### config.mk
export PLATFORM = sky130hd
export DESIGN_NAME = avs_ahb_lite_flat
export DESIGN_NICKNAME = d
export VERILOG_FILES = /design/src/rtl/avs_ahb_lite_pkg.sv /design/src/rtl/avs_ahb_lite_if.sv /design/src/rtl/avs_ahb_be_decode.sv /design/src/rtl/avs_ahb_lite.sv /design/src/flat_wrapper.sv
export SDC_FILE = /design/constraint.sdc
export NUM_CORES = 1
export LEC_CHECK = 0
export CORE_ASPECT_RATIO = 2
export CORE_MARGIN = 2
export CORE_UTILIZATION = 39
export CTS_BUF_LIST = sky130_fd_sc_hd__clkbuf_4 sky130_fd_sc_hd__clkbuf_8 sky130_fd_sc_hd__clkbuf_16
export DETAILED_ROUTE_END_ITERATION = 7
export PLACE_DENSITY_LB_ADDON = 0.1
export SYNTH_ARGS = -nofsm -noshare
export SYNTH_HDL_FRONTEND = slang
export SYNTH_SLANG_ARGS = --single-unit
### constraint.sdc
create_clock -name HCLK -period 2 [get_ports HCLK]
set_input_delay 0.4 -clock HCLK [delete_from_list [all_inputs] [get_ports HCLK]]
set_output_delay 0.4 -clock HCLK [all_outputs]
set_load 0.03 [all_outputs]
### src/rtl/avs_ahb_lite_pkg.sv
// avs_ahb_lite_pkg: AHB-Lite encodings and the byteenable decode result shared by the bridge.
package avs_ahb_lite_pkg;
  localparam logic [1:0] HTRANS_IDLE = 2'b00;
  localparam logic [1:0] HTRANS_NONSEQ = 2'b10;
  localparam logic [2:0] HSIZE_BYTE = 3'b000;
  localparam logic [2:0] HSIZE_HALF = 3'b001;
  localparam logic [2:0] HSIZE_WORD = 3'b010;
  localparam logic [2:0] HBURST_SINGLE = 3'b000;
  localparam logic [3:0] HPROT_DATA_PRIV = 4'b0011;
  localparam logic [1:0] RESP_OKAY = 2'b00;
  localparam logic [1:0] RESP_SLVERR = 2'b10;
  typedef struct packed {
    logic legal;
    logic [2:0] size;
    logic [1:0] off;
  } be_dec_t;
endpackage

### src/rtl/avs_ahb_lite_if.sv
// avs_ahb_lite_if: Avalon-MM and AHB-Lite bus bundles used by the bridge.
//   avs_ahb_lite_avs_if: Avalon command (address/read/write/byteenable/writedata) from the master,
//     waitrequest/readdata/readdatavalid/writeresponsevalid/response back to it.
//   avs_ahb_lite_ahb_if: AHB-Lite address/control/HWDATA from the master, HRDATA/HREADY/HRESP back.
interface avs_ahb_lite_avs_if #(parameter int AVS_AW = 16);
  logic [AVS_AW-1:0] avs_address;
  logic avs_read;
  logic avs_write;
  logic [3:0] avs_byteenable;
  logic [31:0] avs_writedata;
  logic avs_waitrequest;
  logic [31:0] avs_readdata;
  logic avs_readdatavalid;
  logic avs_writeresponsevalid;
  logic [1:0] avs_response;
  modport master (
    output avs_address, avs_read, avs_write, avs_byteenable, avs_writedata,
    input avs_waitrequest, avs_readdata, avs_readdatavalid, avs_writeresponsevalid, avs_response
  );
  modport slave (
    input avs_address, avs_read, avs_write, avs_byteenable, avs_writedata,
    output avs_waitrequest, avs_readdata, avs_readdatavalid, avs_writeresponsevalid, avs_response
  );
endinterface

interface avs_ahb_lite_ahb_if;
  logic [31:0] HADDR;
  logic [1:0] HTRANS;
  logic HWRITE;
  logic [2:0] HSIZE;
  logic [2:0] HBURST;
  logic [3:0] HPROT;
  logic HMASTLOCK;
  logic [31:0] HWDATA;
  logic [31:0] HRDATA;
  logic HREADY;
  logic HRESP;
  modport master (
    output HADDR, HTRANS, HWRITE, HSIZE, HBURST, HPROT, HMASTLOCK, HWDATA,
    input HRDATA, HREADY, HRESP
  );
  modport slave (
    input HADDR, HTRANS, HWRITE, HSIZE, HBURST, HPROT, HMASTLOCK, HWDATA,
    output HRDATA, HREADY, HRESP
  );
endinterface

### src/rtl/avs_ahb_be_decode.sv
// avs_ahb_be_decode: maps Avalon byteenable to {legal, HSIZE, byte offset}, combinational.
//   be  in  4  byte lanes
//   dec out    decode result; legal=0 for any pattern that is not a naturally aligned byte/half/word
module avs_ahb_be_decode
  import avs_ahb_lite_pkg::*;
(
  input logic [3:0] be,
  output be_dec_t dec
);
  always_comb begin
    dec = '{legal: 1'b1, size: HSIZE_BYTE, off: 2'd0};
    case (be)
      4'b0001: dec.off = 2'd0;
      4'b0010: dec.off = 2'd1;
      4'b0100: dec.off = 2'd2;
      4'b1000: dec.off = 2'd3;
      4'b0011: dec.size = HSIZE_HALF;
      4'b1100: dec = '{legal: 1'b1, size: HSIZE_HALF, off: 2'd2};
      4'b1111: dec.size = HSIZE_WORD;
      default: dec.legal = 1'b0;
    endcase
  end
endmodule

### src/rtl/avs_ahb_lite.sv
// avs_ahb_lite: Avalon-MM slave to AHB-Lite master bridge, one SINGLE transfer in flight.
//   HCLK     in   clock shared by both buses
//   HRESETn  in   asynchronous active-low reset
//   avs      Avalon-MM slave side (command in, waitrequest and completion pulses out)
//   ahb      AHB-Lite master side (address/control/HWDATA out, HRDATA/HREADY/HRESP in)
module avs_ahb_lite
  import avs_ahb_lite_pkg::*;
#(
  parameter int AVS_AW = 16,
  parameter logic [31:0] HADDR_BASE = 32'h0000_0000,
  parameter int HDATA_WIDTH = 32
) (
  input logic HCLK,
  input logic HRESETn,
  avs_ahb_lite_avs_if.slave avs,
  avs_ahb_lite_ahb_if.master ahb
);
  typedef enum logic [1:0] {S_IDLE, S_ADDR, S_DATA, S_RESP} state_t;
  state_t state, state_nx;
  be_dec_t dec;
  logic cmd;
  logic write_q, err_q;
  logic [31:0] haddr_q;
  logic [2:0] hsize_q;
  logic [HDATA_WIDTH-1:0] wdata_q, rdata_q;
  assign cmd = avs.avs_read | avs.avs_write;
  avs_ahb_be_decode u_dec (.be(avs.avs_byteenable), .dec(dec));
  always_ff @(posedge HCLK or negedge HRESETn)
    if (!HRESETn) state <= S_IDLE;
    else state <= state_nx;
  always_comb begin
    state_nx = state;
    ahb.HTRANS = HTRANS_IDLE;
    avs.avs_readdatavalid = 1'b0;
    avs.avs_writeresponsevalid = 1'b0;
    avs.avs_response = RESP_OKAY;
    case (state)
      S_IDLE: state_nx = cmd ? (dec.legal ? S_ADDR : S_RESP) : S_IDLE;
      S_ADDR: begin
        ahb.HTRANS = HTRANS_NONSEQ;
        state_nx = ahb.HREADY ? S_DATA : S_ADDR;
      end
      S_DATA: state_nx = ahb.HREADY ? S_RESP : S_DATA;
      default: begin
        avs.avs_readdatavalid = ~write_q;
        avs.avs_writeresponsevalid = write_q;
        avs.avs_response = err_q ? RESP_SLVERR : RESP_OKAY;
        state_nx = S_IDLE;
      end
    endcase
  end
  // An illegal byteenable pre-loads the error flag; a legal transfer overwrites it with the
  // HRESP seen on its final data-phase cycle (earlier HRESP cycles are the first half of the
  // two-cycle AHB error response and are ignored).
  always_ff @(posedge HCLK or negedge HRESETn)
    if (!HRESETn) begin
      haddr_q <= HADDR_BASE;
      hsize_q <= HSIZE_BYTE;
      write_q <= 1'b0;
      err_q <= 1'b0;
      wdata_q <= '0;
      rdata_q <= '0;
    end else begin
      if (state == S_IDLE && cmd) begin
        haddr_q <= HADDR_BASE | 32'({avs.avs_address, dec.off});
        hsize_q <= dec.size;
        write_q <= avs.avs_write;
        wdata_q <= avs.avs_writedata;
        err_q <= ~dec.legal;
        if (!dec.legal && !avs.avs_write) rdata_q <= '0;
      end
      if (state == S_DATA && ahb.HREADY) begin
        err_q <= ahb.HRESP;
        if (!write_q) rdata_q <= ahb.HRDATA;
      end
    end
  assign ahb.HADDR = haddr_q;
  assign ahb.HWRITE = write_q;
  assign ahb.HSIZE = hsize_q;
  assign ahb.HBURST = HBURST_SINGLE;
  assign ahb.HPROT = HPROT_DATA_PRIV;
  assign ahb.HMASTLOCK = 1'b0;
  assign ahb.HWDATA = wdata_q;
  assign avs.avs_readdata = rdata_q;
  assign avs.avs_waitrequest = (state != S_IDLE) | ~HRESETn;
endmodule

### src/flat_wrapper.sv
// flat-port wrapper written by rule: the top's interface ports become plain ports
module avs_ahb_lite_flat import avs_ahb_lite_pkg::*;
#(
  parameter int AVS_AW = 16,
  parameter logic [31:0] HADDR_BASE = 32'h0000_0000,
  parameter int HDATA_WIDTH = 32
)
  (HCLK, HRESETn, avs_avs_address, avs_avs_read, avs_avs_write, avs_avs_byteenable, avs_avs_writedata, avs_avs_waitrequest, avs_avs_readdata, avs_avs_readdatavalid, avs_avs_writeresponsevalid, avs_avs_response, ahb_HADDR, ahb_HTRANS, ahb_HWRITE, ahb_HSIZE, ahb_HBURST, ahb_HPROT, ahb_HMASTLOCK, ahb_HWDATA, ahb_HRDATA, ahb_HREADY, ahb_HRESP);
  avs_ahb_lite_avs_if #(.AVS_AW(AVS_AW)) avs_i ();
  avs_ahb_lite_ahb_if ahb_i ();
  input logic HCLK;
  input logic HRESETn;
  input wire logic [$bits(avs_i.avs_address)-1:0] avs_avs_address;
  input wire logic [$bits(avs_i.avs_read)-1:0] avs_avs_read;
  input wire logic [$bits(avs_i.avs_write)-1:0] avs_avs_write;
  input wire logic [$bits(avs_i.avs_byteenable)-1:0] avs_avs_byteenable;
  input wire logic [$bits(avs_i.avs_writedata)-1:0] avs_avs_writedata;
  output wire logic [$bits(avs_i.avs_waitrequest)-1:0] avs_avs_waitrequest;
  output wire logic [$bits(avs_i.avs_readdata)-1:0] avs_avs_readdata;
  output wire logic [$bits(avs_i.avs_readdatavalid)-1:0] avs_avs_readdatavalid;
  output wire logic [$bits(avs_i.avs_writeresponsevalid)-1:0] avs_avs_writeresponsevalid;
  output wire logic [$bits(avs_i.avs_response)-1:0] avs_avs_response;
  output wire logic [$bits(ahb_i.HADDR)-1:0] ahb_HADDR;
  output wire logic [$bits(ahb_i.HTRANS)-1:0] ahb_HTRANS;
  output wire logic [$bits(ahb_i.HWRITE)-1:0] ahb_HWRITE;
  output wire logic [$bits(ahb_i.HSIZE)-1:0] ahb_HSIZE;
  output wire logic [$bits(ahb_i.HBURST)-1:0] ahb_HBURST;
  output wire logic [$bits(ahb_i.HPROT)-1:0] ahb_HPROT;
  output wire logic [$bits(ahb_i.HMASTLOCK)-1:0] ahb_HMASTLOCK;
  output wire logic [$bits(ahb_i.HWDATA)-1:0] ahb_HWDATA;
  input wire logic [$bits(ahb_i.HRDATA)-1:0] ahb_HRDATA;
  input wire logic [$bits(ahb_i.HREADY)-1:0] ahb_HREADY;
  input wire logic [$bits(ahb_i.HRESP)-1:0] ahb_HRESP;
  assign avs_i.avs_address = avs_avs_address;
  assign avs_i.avs_read = avs_avs_read;
  assign avs_i.avs_write = avs_avs_write;
  assign avs_i.avs_byteenable = avs_avs_byteenable;
  assign avs_i.avs_writedata = avs_avs_writedata;
  assign avs_avs_waitrequest = avs_i.avs_waitrequest;
  assign avs_avs_readdata = avs_i.avs_readdata;
  assign avs_avs_readdatavalid = avs_i.avs_readdatavalid;
  assign avs_avs_writeresponsevalid = avs_i.avs_writeresponsevalid;
  assign avs_avs_response = avs_i.avs_response;
  assign ahb_HADDR = ahb_i.HADDR;
  assign ahb_HTRANS = ahb_i.HTRANS;
  assign ahb_HWRITE = ahb_i.HWRITE;
  assign ahb_HSIZE = ahb_i.HSIZE;
  assign ahb_HBURST = ahb_i.HBURST;
  assign ahb_HPROT = ahb_i.HPROT;
  assign ahb_HMASTLOCK = ahb_i.HMASTLOCK;
  assign ahb_HWDATA = ahb_i.HWDATA;
  assign ahb_i.HRDATA = ahb_HRDATA;
  assign ahb_i.HREADY = ahb_HREADY;
  assign ahb_i.HRESP = ahb_HRESP;
  avs_ahb_lite #(.AVS_AW(AVS_AW), .HADDR_BASE(HADDR_BASE), .HDATA_WIDTH(HDATA_WIDTH)) u_core (.HCLK(HCLK), .HRESETn(HRESETn), .avs(avs_i), .ahb(ahb_i));
endmodule
; Word level (Yosys, flattened, before mapping)
; Cells that the tools add are included.
[word_totals]
reg_bits = 89
wordCells = 52
[op_classes]
bitwise = 5
reduce_logical = 12
eq_ne = 9
n_mux = 19
[op_table]
columns = op, count
row1 = $mux 32, 4
row2 = $eq 4x4->1 const B, 3
row3 = $mux 2, 6
row4 = $pmux 2 s3, 2
row5 = $eq 4x2->1 const B, 2
row6 = $reduce_or 7->1, 1
row7 = $mux 1, 6
row8 = $eq 4x1->1 const B, 1
row9 = $eq 4x3->1 const B, 1
row10 = $pmux 2 s2, 1
row11 = $reduce_bool 2->1, 2
row12 = $reduce_or 2->1, 2
row13 = $logic_and 1x1->1, 3
row14 = $not 1->1, 3
row15 = $reduce_or 3->1, 1
row16 = $eq 2x1->1 const B, 1
row17 = $eq 2x2->1 const B, 1
row18 = $logic_not 1->1, 2
row19 = $logic_not 2->1, 1
row20 = $or 1x1->1, 2

; Longest topological paths before layout
; Gate-level depths: netlist of run 1.
[depth]
word_depth = 9
ltp_mapped = 7
mapped_depth_nobuf = 4

; Modules after synthesis
; A second synthesis of run 1 with hierarchy kept.
[hier_totals]
cells_unflattened = 285
area_unflattened_um2 = 3822.4
[by_module_without_submodules]
columns = mod, cells_per_inst, seq_area_each_um2, area_per_inst_um2, n_inst
row1 = avs_ahb_lite, 272, 2227.1, 3747.3, 1
row2 = avs_ahb_be_decode, 13, 0.0, 75.1, 1

; Worst setup path before layout of run 1
; No wires, ideal clock.
[synth_timing]
path_kind = register to register
from = register u_core.state[0]
to = register u_core.rdata_q[10] (netlist: u_core.avs.avs_readdata[10])
setup_time_ns = 0.119
period_less_slack_ns = 1.449
path_stages_with_launch = 8
slack_ns = 0.551
arrival_ns = 1.330
cell_sequence = dfrtp_1 -> buf_2 -> nand3b_4 -> or2_2 -> clkbuf_1 -> buf_2 -> nand2_1 -> a21oi_2
[synth_between]
elab_chain_cells = 5
elab_cells_between_ends = 7
cone_classes = eq/ne (1) / mux (3) / reduce/logical (3)
[synth_rtl]
columns = item, line_no
row1 = "start, declared", avs_ahb_lite.sv:19  ; state_t state, state_nx;
row2 = "start signal, assigned", avs_ahb_lite.sv:30  ; else state <= state_nx;
row3 = $logic_not 2->1, avs_ahb_lite.sv:64  ; if (state == S_IDLE && cmd) begin
row4 = $logic_and 1x1->1, avs_ahb_lite.sv:64
row5 = $mux 32, avs_ahb_lite.sv:64
row6 = $mux 32, avs_ahb_lite.sv:74  ; if (!write_q) rdata_q <= ahb.HRDATA;
row7 = $mux 32 (*), avs_ahb_lite.sv:72  ; if (state == S_DATA && ahb.HREADY) begin
row8 = "end signal, assigned", avs_ahb_lite.sv:74
row9 = "end, declared", avs_ahb_lite.sv:25  ; logic [HDATA_WIDTH-1:0] wdata_q, rdata_q;
; Every way passes the cells marked *; elsewhere a longest branch is shown, timed or not.
; A chain may end at the register's enable or synchronous reset.

; Final worst setup path of run 1
[layout_timing]
from = register u_core.write_q (netlist: u_core.ahb.HWRITE)
to = output port ahb_HWRITE
[layout_rtl]
columns = item, line_no
row1 = "start, declared", avs_ahb_lite.sv:22  ; logic write_q, err_q;
row2 = "start signal, assigned", avs_ahb_lite.sv:67  ; write_q <= avs.avs_write;
row3 = "end, declared", flat_wrapper.sv:25  ; output wire logic [$bits(ahb_i.HWRITE)-1:0] ahb_HWRITE;
; No word-level cell between the ends.

==> reports/qor.yml, run 1 <==
outcome:
  status: "finished clean"
power:
  total_power_mw: 10.1
  internal_power_mw: 5.75
  p_leak_nw: 2.78
  clkPwrFrac_pct: 14.8
  p_sw_share_pct: 43.3
  combPwrFrac_pct: 54.5
  power_density_nw_per_um2: 1690
  ir_worst_vdd_mv: 0.802
  switchingPower_mw: 4.39
  seqPwrFrac_pct: 30.6
critical_path:
  critPathSlowestCell: "clkdlybuf4s50_1"
  cp.arrival_ps: 1490
  worst_path_largest_cell_delay_ps: 710
  r2r_end: "u_core.avs.avs_readdata[30]$_DFF_PN0_"
  worst_ep_required_time_ps: 1600
  crit_type: "reg -> out"
  crit-reg2reg-launch: "u_core.state[0]$_DFF_PN0_"
  cp-start-kind: "flip-flop"
  worstPathCellList: "clkdlybuf4s50_1"
  path_buf_inv: 1
  critPathTopFamily: "buffers and inverters"
  rr_worst_depth: 5
  path_max_fanout: 6
  reg2reg_slack_ps: 330
  cp-end-kind: "output port"
sta:
  timing.fmax_ghz: 0.529
  hold_viol: 0
  finalSetupViolCount: 0
  worst_slew_pin_slew_ps: 1140
  drv_slew: 0
  finalClockSkew_ps: 6.86
  period_needed_ps: 1890
  min_period_over_period_pct: 94.6
  rsz0062_at_grt: "false"
  slew_headroom_pct: 24.0
  setup_tns_ps: 0
  whs_ps: 345
die:
  die_h_um: 144
  boundaryPins: 205
  rows: 51
  start_util_pct: 39.7
  dieArea_um2: 10700
  dieWidth_um: 74.2
  core_area_um2: 9700
job:
  maxCapViolCount: 0
worst_hold_path:
  hold_path.class: "in -> async"
clocking:
  clockBufferDepth: 2
  numCtsBuffers: 9
  cts_tree: "yes"
  cts.sinks: 88
  cts-root-buf: "clkbuf_16"
  insertion_delay_ps: 330
  htree_levels: 3
  post_cts_buffers: 0
  path_clk_slew_ps: 60
place:
  placedCellCount: 723
  dp_hpwl_mm: 7.57
  numPortBuffers: 179
  gp_congestion: 0.743
detailed_routing:
  drtIter0Drc: 115
  dr_total_vias: 3309
  first_pass_iters: 4
  totalWireLength_mm: 10.3
  drc: 0
  via_per_inst: 4.49
  ant_nets: 0
  wl_per_cell_um: 13.9
grt:
  grt_max_degree: 89
  grtUsageTotal_pct: 19.6
  grt_pass1_wl_mm: 16.3
  grt_overflow: 0
  grt_pass1_vias: 3381
  antenna_found_initial: 0
yosys:
  ys_ff_latch: 88
  synth_area_um2: 3850
  avgSynthCellArea_um2: 9.07
  ys_warn_count: 0
  synth_cell_types: 27
  ys_seq_area_share_pct: 57.3
  syn_inst: 424
finish:
  stdcell_count: 737
  drive_gt1_share_pct: 11.1
  finalNetCount: 692
  antenna_cells: 0
  areaGrowthSynthToFinish_pct: 55.8
cells in the final DEF, fill, tap and decap left out, types with 2 or more instances in the layout:
cell             count
clkinv_2             3
a21oi_1              5
conb_1              25
clkbuf_16            9
clkdlybuf4s50_1    173
and3_1               2
o21ai_0              3
nand2_1            220
buf_4               13
nor2b_1              3
nor2_2               2
nor2_1               5
a21oi_2             30
dfrtp_1             88
dlymetal6s2s_1       2
buf_12               3
dlygate4sd2_1        2
registers in the layout, summed over array words and instances, names as in the netlist:
| signal | count |
|---|---|
| u_core.ahb.HWDATA | 32 |
| u_core.ahb.HWRITE | 1 |
| u_core.ahb.HADDR | 18 |
| u_core.err_q | 1 |
| u_core.avs.avs_readdata | 32 |
| u_core.state | 2 |
| u_core.ahb.HSIZE | 2 |
cell type report:
cell class              count  area [um2]
clock buffers              10         239
clock inverters             4        22.5
well taps                 132         165
flip-flops and latches     88        2200
repair buffers            193        1930
multi-input cells         310        1430
fillers                   877        3710
worst max-delay path by stage:
stage | startpoint | end | slack [ps] | depth (start not counted)
after floorplan | u_core.state[0]$_DFF_PN0_ | u_core.avs.avs_readdata[10]$_DFF_PN0_ | 550 | 7
after global placement | avs_avs_byteenable[0] | u_core.avs.avs_readdata[0]$_DFF_PN0_ | 10 | 6
after detailed placement | ahb_HREADY | u_core.avs.avs_readdata[6]$_DFF_PN0_ | -2 | 5
after CTS | u_core.ahb.HWRITE$_DFFE_PN0P_ | avs_avs_readdatavalid | 5 | 2
after global routing | u_core.ahb.HWRITE$_DFFE_PN0P_ | ahb_HWRITE | 40 | 1
final | u_core.ahb.HWRITE$_DFFE_PN0P_ | ahb_HWRITE | 110 | 1
layer usage:
metal  vias to the layer above  GRT usage [%]  share of wire, %
met4                         0           8.65               2.7
met1                      1547           21.6                36
met3                        17           4.67               6.3
met2                       125           35.0                55
li1                       1620              -                 -
met5                         -              0                 0
cells in the mapped netlist:
library cell  number  share of area [%]
a31oi_1            1               0.16
a21oi_2           30                6.8
nor2_1             6               0.59
xnor2_1            1               0.23
or2_0              1               0.16
nor2b_1            3               0.49
a21boi_0           1               0.20
and4_1             2               0.46
nor3_2             1               0.26
a221oi_1           1               0.23
or2_1              1               0.16
a21oi_1            5               0.65
nor2_2             1               0.16
conb_1             2               0.20
nand2_1          220                 21
and3_1             2               0.33
nand4_1            1               0.16
buf_6              4                1.2
nand3b_4           1               0.52
buf_4             25                4.9
or2_2              1               0.16
dfrtp_1           88                 57
a22o_1             1               0.23
o41ai_1            1               0.23
o21ai_0            4               0.52
buf_2             11                1.4
clkbuf_1           9               0.88
power groups by stage:
stage          logic, mW  registers [mW]  clock network, mW
6_report            5.53            3.10               1.51
4_1_cts             5.61            3.11               1.54
3_3_place_gp        5.53            3.11                  0
2_1_floorplan       1.61            4.71                  0
5_1_grt             5.93            3.21               1.63
3_5_place_dp        5.61            3.14                  0
through the flow:
| step | worst slack [ps] | utilization (%) | instance area (um2) |
|---|---|---|---|
| floorplan | 551 | - | 3930 |
| global placement | 11.8 | 59.0 | 5730 |
| detailed placement | -1.78 | 59.0 | 5730 |
| CTS | 4.74 | 61.7 | 5990 |
| global route | 43.3 | 61.8 | 5990 |
| finish | 109 | 61.8 | 5990 |
kinds of logic (layout without fill, tap and decap cells):
logic type	count (synthesis)	in the layout	synth area share, %
AO/OA/AOI/OAI	44	44	9.04
other	2	25	0.195
XOR/XNOR	1	1	0.228
flip-flops	88	88	57.3
AND/OR/NAND/NOR	240	240	24.9
buffers and inverters	49	207	8.36
repair_timing:
item                                    4_1_cts  5_1_grt
resized for setup                             2        2
hold buffers                                  0        0
gates cloned                                  0        0
endpoints found under the setup margin        2        2
(Power assumes the default switching activity.)
==> inputs of run 2 (changes only) <==
Settings changed: CORE_MARGIN 2 to 4.
==> run 2 against run 1 <==
Critical endpoint unchanged. Design area is 0.88% higher. Highest routed layer unchanged. First-iteration DRC count is 16% higher. Routed wire length is 2.4% higher. Final cell count is 0.27% higher. Largest power group unchanged.
==> reports/qor.yml, run 2 (synthesized netlist as in run 1, its figures left out) <==
die:
  core_area_um2: 9700
  die_h_um: 148
  dieArea_um2: 11600
  rows: 51
  boundaryPins: 205
  start_util_pct: 39.7
  dieWidth_um: 78.2
detailed_routing:
  drtIter0Drc: 133
  first_pass_iters: 4
  via_per_inst: 4.43
  wl_per_cell_um: 14.2
  totalWireLength_mm: 10.5
  ant_nets: 0
  drc: 0
  dr_total_vias: 3272
critical_path:
  worstPathCellList: "clkdlybuf4s50_1"
  reg2reg_slack_ps: 350
  path_max_fanout: 6
  crit-reg2reg-launch: "u_core.state[0]$_DFF_PN0_"
  r2r_end: "u_core.avs.avs_readdata[11]$_DFF_PN0_"
  critPathSlowestCell: "clkdlybuf4s50_1"
  rr_worst_depth: 5
  cp-start-kind: "flip-flop"
  cp.arrival_ps: 1500
  critPathTopFamily: "buffers and inverters"
  crit_type: "reg -> out"
  worst_ep_required_time_ps: 1600
  path_depth: 1
  path_buf_inv: 1
  crit_start: "u_core.ahb.HWRITE$_DFFE_PN0P_"
  worst_path_largest_cell_delay_ps: 710
  cp-end-kind: "output port"
  endpoint: "ahb_HWRITE"
finish:
  n_fill_cell: 892
  layout_common_cells: "220 x nand2_1, 173 x clkdlybuf4s50_1, 88 x dfrtp_1"
  antenna_cells: 0
  finalNetCount: 693
  drive_gt1_share_pct: 11.4
  areaGrowthSynthToFinish_pct: 57.1
  final_common_cell: "nand2_1"
clocking:
  numCtsBuffers: 9
  clockBufferDepth: 2
  path_clk_slew_ps: 60
  post_cts_buffers: 0
  insertion_delay_ps: 330
  cts-root-buf: "clkbuf_16"
  cts.sinks: 88
  cts_tree: "yes"
  htree_levels: 3
sta:
  drv_slew: 0
  min_period_over_period_pct: 95.0
  slew_headroom_pct: 59.9
  period_needed_ps: 1900
  setup_tns_ps: 0
  finalClockSkew_ps: 3.21
  worst_slew_pin_slew_ps: 601
  finalSetupViolCount: 0
  hold_viol: 0
  timing.fmax_ghz: 0.526
  rsz0062_at_grt: "false"
grt:
  grt_pass1_vias: 3504
  grt_pass1_wl_mm: 17.0
  grt_overflow: 0
  grt_max_degree: 89
  grtUsageTotal_pct: 18.6
  antenna_found_initial: 0
place:
  numPortBuffers: 179
  gp_congestion: 0.728
  dp_hpwl_mm: 7.80
power:
  power_density_nw_per_um2: 1710
  ir_worst_vdd_mv: 0.980
  p_leak_nw: 2.80
  total_power_mw: 10.4
worst_hold_path:
  hold_path.class: "in -> async"
job:
  maxCapViolCount: 0
outcome:
  status: "finished clean"
[run 2: how the worst min path moves through the flow]
| stage | from | depth (start not counted) | to | slack [ps] |
|---|---|---|---|---|
| 2_1_floorplan | HRESETn | 0 | u_core.ahb.HADDR[0]$_DFFE_PN0P_ | 100 |
| 3_3_place_gp | u_core.ahb.HWDATA[21]$_DFFE_PN0P_ | 2 | u_core.ahb.HWDATA[21]$_DFFE_PN0P_ | 460 |
| 3_5_place_dp | u_core.ahb.HSIZE[1]$_DFFE_PN0P_ | 2 | u_core.ahb.HSIZE[1]$_DFFE_PN0P_ | 460 |
| 4_1_cts | HRESETn | 2 | u_core.ahb.HWDATA[28]$_DFFE_PN0P_ | 140 |
| 5_1_grt | HRESETn | 2 | u_core.ahb.HWDATA[31]$_DFFE_PN0P_ | 140 |
| 6_report | HRESETn | 2 | u_core.ahb.HWDATA[31]$_DFFE_PN0P_ | 90 |
[run 2: cell type report]
cell class | count | area (um2) | area share [%]
Sequential cell | 88 | 2200 | 36.4
Timing Repair Buffer | 194 | 1940 | 32.0
Multi-Input combinational cell | 310 | 1430 | 23.7
Clock buffer | 9 | 225 | 3.73
Tap cell | 132 | 165 | 2.73
Clock inverter | 6 | 85.1 | 1.41
[run 2: what timing repair did]
item,4_1_cts,5_1_grt
hold buffers,0,0
setup endpoints to repair,3,1
pin swaps,0,0
gates resized for setup,3,1
[run 2: power by group]
group / internal [mW] / total, mW / switching [mW]
sequential: 2.63 / 3.10 / 0.464
combinational: 2.24 / 5.51 / 3.27
clock: 1.08 / 1.75 / 0.668
[run 2: through the flow]
step	utilization (%)	cells	setup slack (ps)	area, um2	hold slack, ps
final	62.3	739	99.6	6040	94.6
after global routing	62.3	739	40.5	6040	137
after CTS	62.3	739	16.9	6040	137
after detailed placement	59.1	724	-8.75	5730	461
after global placement	59.1	724	26.1	5730	458
after floorplan	-	447	551	3930	104
[run 2: layer usage]
layer  wire length [um]  part of all wire, %  up-vias  GRT usage [%]
met5                  0                    0        -              0
met4                247                  2.3        0           7.09
met3                692                  6.6       18           5.70
met2               5600                   53      122           32.2
met1               3980                   38     1504           21.3
li1                   -                    -     1628              -
==> inputs of run 3 (changes only) <==
Settings changed: CORE_UTILIZATION 39 to 41, CTS_BUF_LIST sky130_fd_sc_hd__clkbuf_4 sky130_fd_sc_hd__clkbuf_8 sky130_fd_sc_hd__clkbuf_16 to sky130_fd_sc_hd__clkbuf_8.
==> run 3 against run 2 <==
Critical path type unchanged. Routed wire length fell by 0.69%. Via count down 0.28%. Critical path depth up 1. Hold slack improved by 15 ps.
==> reports/qor.yml, run 3 (synthesized netlist as in run 1, its figures left out) <==
outcome:
  status: "finished clean"
detailed_routing:
  via_per_inst: 4.60
  totalWireLength_mm: 10.4
  dr_total_vias: 3263
  first_pass_iters: 4
  drc: 0
  drtIter0Drc: 83
  ant_nets: 0
  wl_per_cell_um: 14.7
critical_path:
  path_max_fanout: 9
  worst_path_largest_cell_delay_ps: 470
  cp-start-kind: "flip-flop"
  worst_ep_required_time_ps: 1600
  crit_type: "reg -> out"
  critPathSlowestCell: "dfrtp_2"
  worstPathCellList: "nor2b_1, dlygate4sd2_1"
  cp.arrival_ps: 1450
  cp-end-kind: "output port"
die:
  start_util_pct: 42.4
  core_area_um2: 9070
  boundaryPins: 205
  die_h_um: 145
  dieWidth_um: 76.5
  dieArea_um2: 11100
  rows: 49
finish:
  areaGrowthSynthToFinish_pct: 54.1
  drive_gt1_share_pct: 11.7
  final_common_cell: "nand2_1"
  stdcell_count: 710
  finalNetCount: 694
  layout_common_cells: "220 x nand2_1, 172 x clkdlybuf4s50_1, 86 x dfrtp_1"
  final_area_um2: 5930
  final_util_pct: 65.3
  antenna_cells: 0
grt:
  grt_pass1_vias: 3584
  antenna_found_initial: 0
  grtUsageTotal_pct: 19.7
  grtUsageMet1_pct: 21.1
  grt_pass1_wl_mm: 17.6
  grt-busiest-layer: "met2"
  grt_max_degree: 50
  grt_overflow: 0
  met2_usage_pct: 35.9
  met3_usage_pct: 5.71
job:
  maxCapViolCount: 0
sta:
  timing.fmax_ghz: 0.540
  slew_headroom_pct: 58.3
  setup_tns_ps: 0
  min_period_over_period_pct: 92.6
  finalClockSkew_ps: 10.3
  whs_ps: 109
  setup_slack_ps: 148
  period_needed_ps: 1850
  worst_slew_pin_slew_ps: 626
  rsz0062_at_grt: "false"
  drv_slew: 0
  hold_viol: 0
  finalSetupViolCount: 0
place:
  dp_worst_setup_slack_ps: -15.4
  placed_area_um2: 5720
  gp_congestion: 0.758
  placedCellCount: 695
  dp_hpwl_mm: 8.02
  numPortBuffers: 179
clocking:
  numCtsBuffers: 9
  cts.sinks: 88
  cts-root-buf: "clkbuf_8"
  cts_tree: "yes"
  post_cts_buffers: 0
  insertion_delay_ps: 350
  clockBufferDepth: 2
  path_clk_slew_ps: 80
  htree_levels: 3
  holdBufCountCts: 0
power:
  power_density_nw_per_um2: 1680
  total_power_mw: 9.94
  p_leak_nw: 2.75
  ir_worst_vdd_mv: 0.822
worst_hold_path:
  hold_path.class: "in -> async"
## run 3: layout make-up
class	count	area (um2)
repair buffers	195	1960
multi-input cells	310	1430
clock inverters	6	85.1
flip-flops and latches	88	2200
clock buffers	9	124
well taps	102	128
fillers	811	3150
## run 3: timing repair
item,CTS,global route
endpoints found under the setup margin,5,1
gates cloned,0,0
gates resized for setup,7,1
pin swaps,0,0
## run 3: power by group
group	total [mW]	switching [mW]	leakage [nW]	internal (mW)
registers	3.13	0.498	1.12	2.63
clock network	1.30	0.605	0.101	0.692
logic	5.51	3.25	1.53	2.27
total	9.94	4.35	2.75	5.59
## run 3: worst paths after layout
check / slack (ps) / cells past startpoint / end / start
max reg2reg: 410 / 5 / u_core.avs.avs_readdata[0]$_DFF_PN0_ / u_core.state[1]$_DFF_PN0_
min reg2reg: 480 / 2 / u_core.ahb.HWDATA[21]$_DFFE_PN0P_ / u_core.ahb.HWDATA[21]$_DFFE_PN0P_
min in group HCLK: 480 / 2 / u_core.ahb.HWDATA[21]$_DFFE_PN0P_ / u_core.ahb.HWDATA[21]$_DFFE_PN0P_
min: 110 / 2 / u_core.avs.avs_readdata[23]$_DFF_PN0_ / HRESETn
max: 150 / 2 / ahb_HTRANS[1] / u_core.state[0]$_DFF_PN0_
max in group asynchronous: 830 / 3 / u_core.state[1]$_DFF_PN0_ / HRESETn
## run 3: critical path: cells and delay by family, from the launching register on
| kind | cells | cell delay (ps) |
|---|---|---|
| flops | 1 | 470 |
| simple gates | 1 | 210 |
| buf+inv | 1 | 420 |
## run 3: layer usage
metal	wire [um]	share of wire, %	vias to the layer above
li1	-	-	1627
met1	3800	36	1505
met2	5780	55	119
met3	677	6.5	12
met4	186	1.8	0
met5	0	0	-
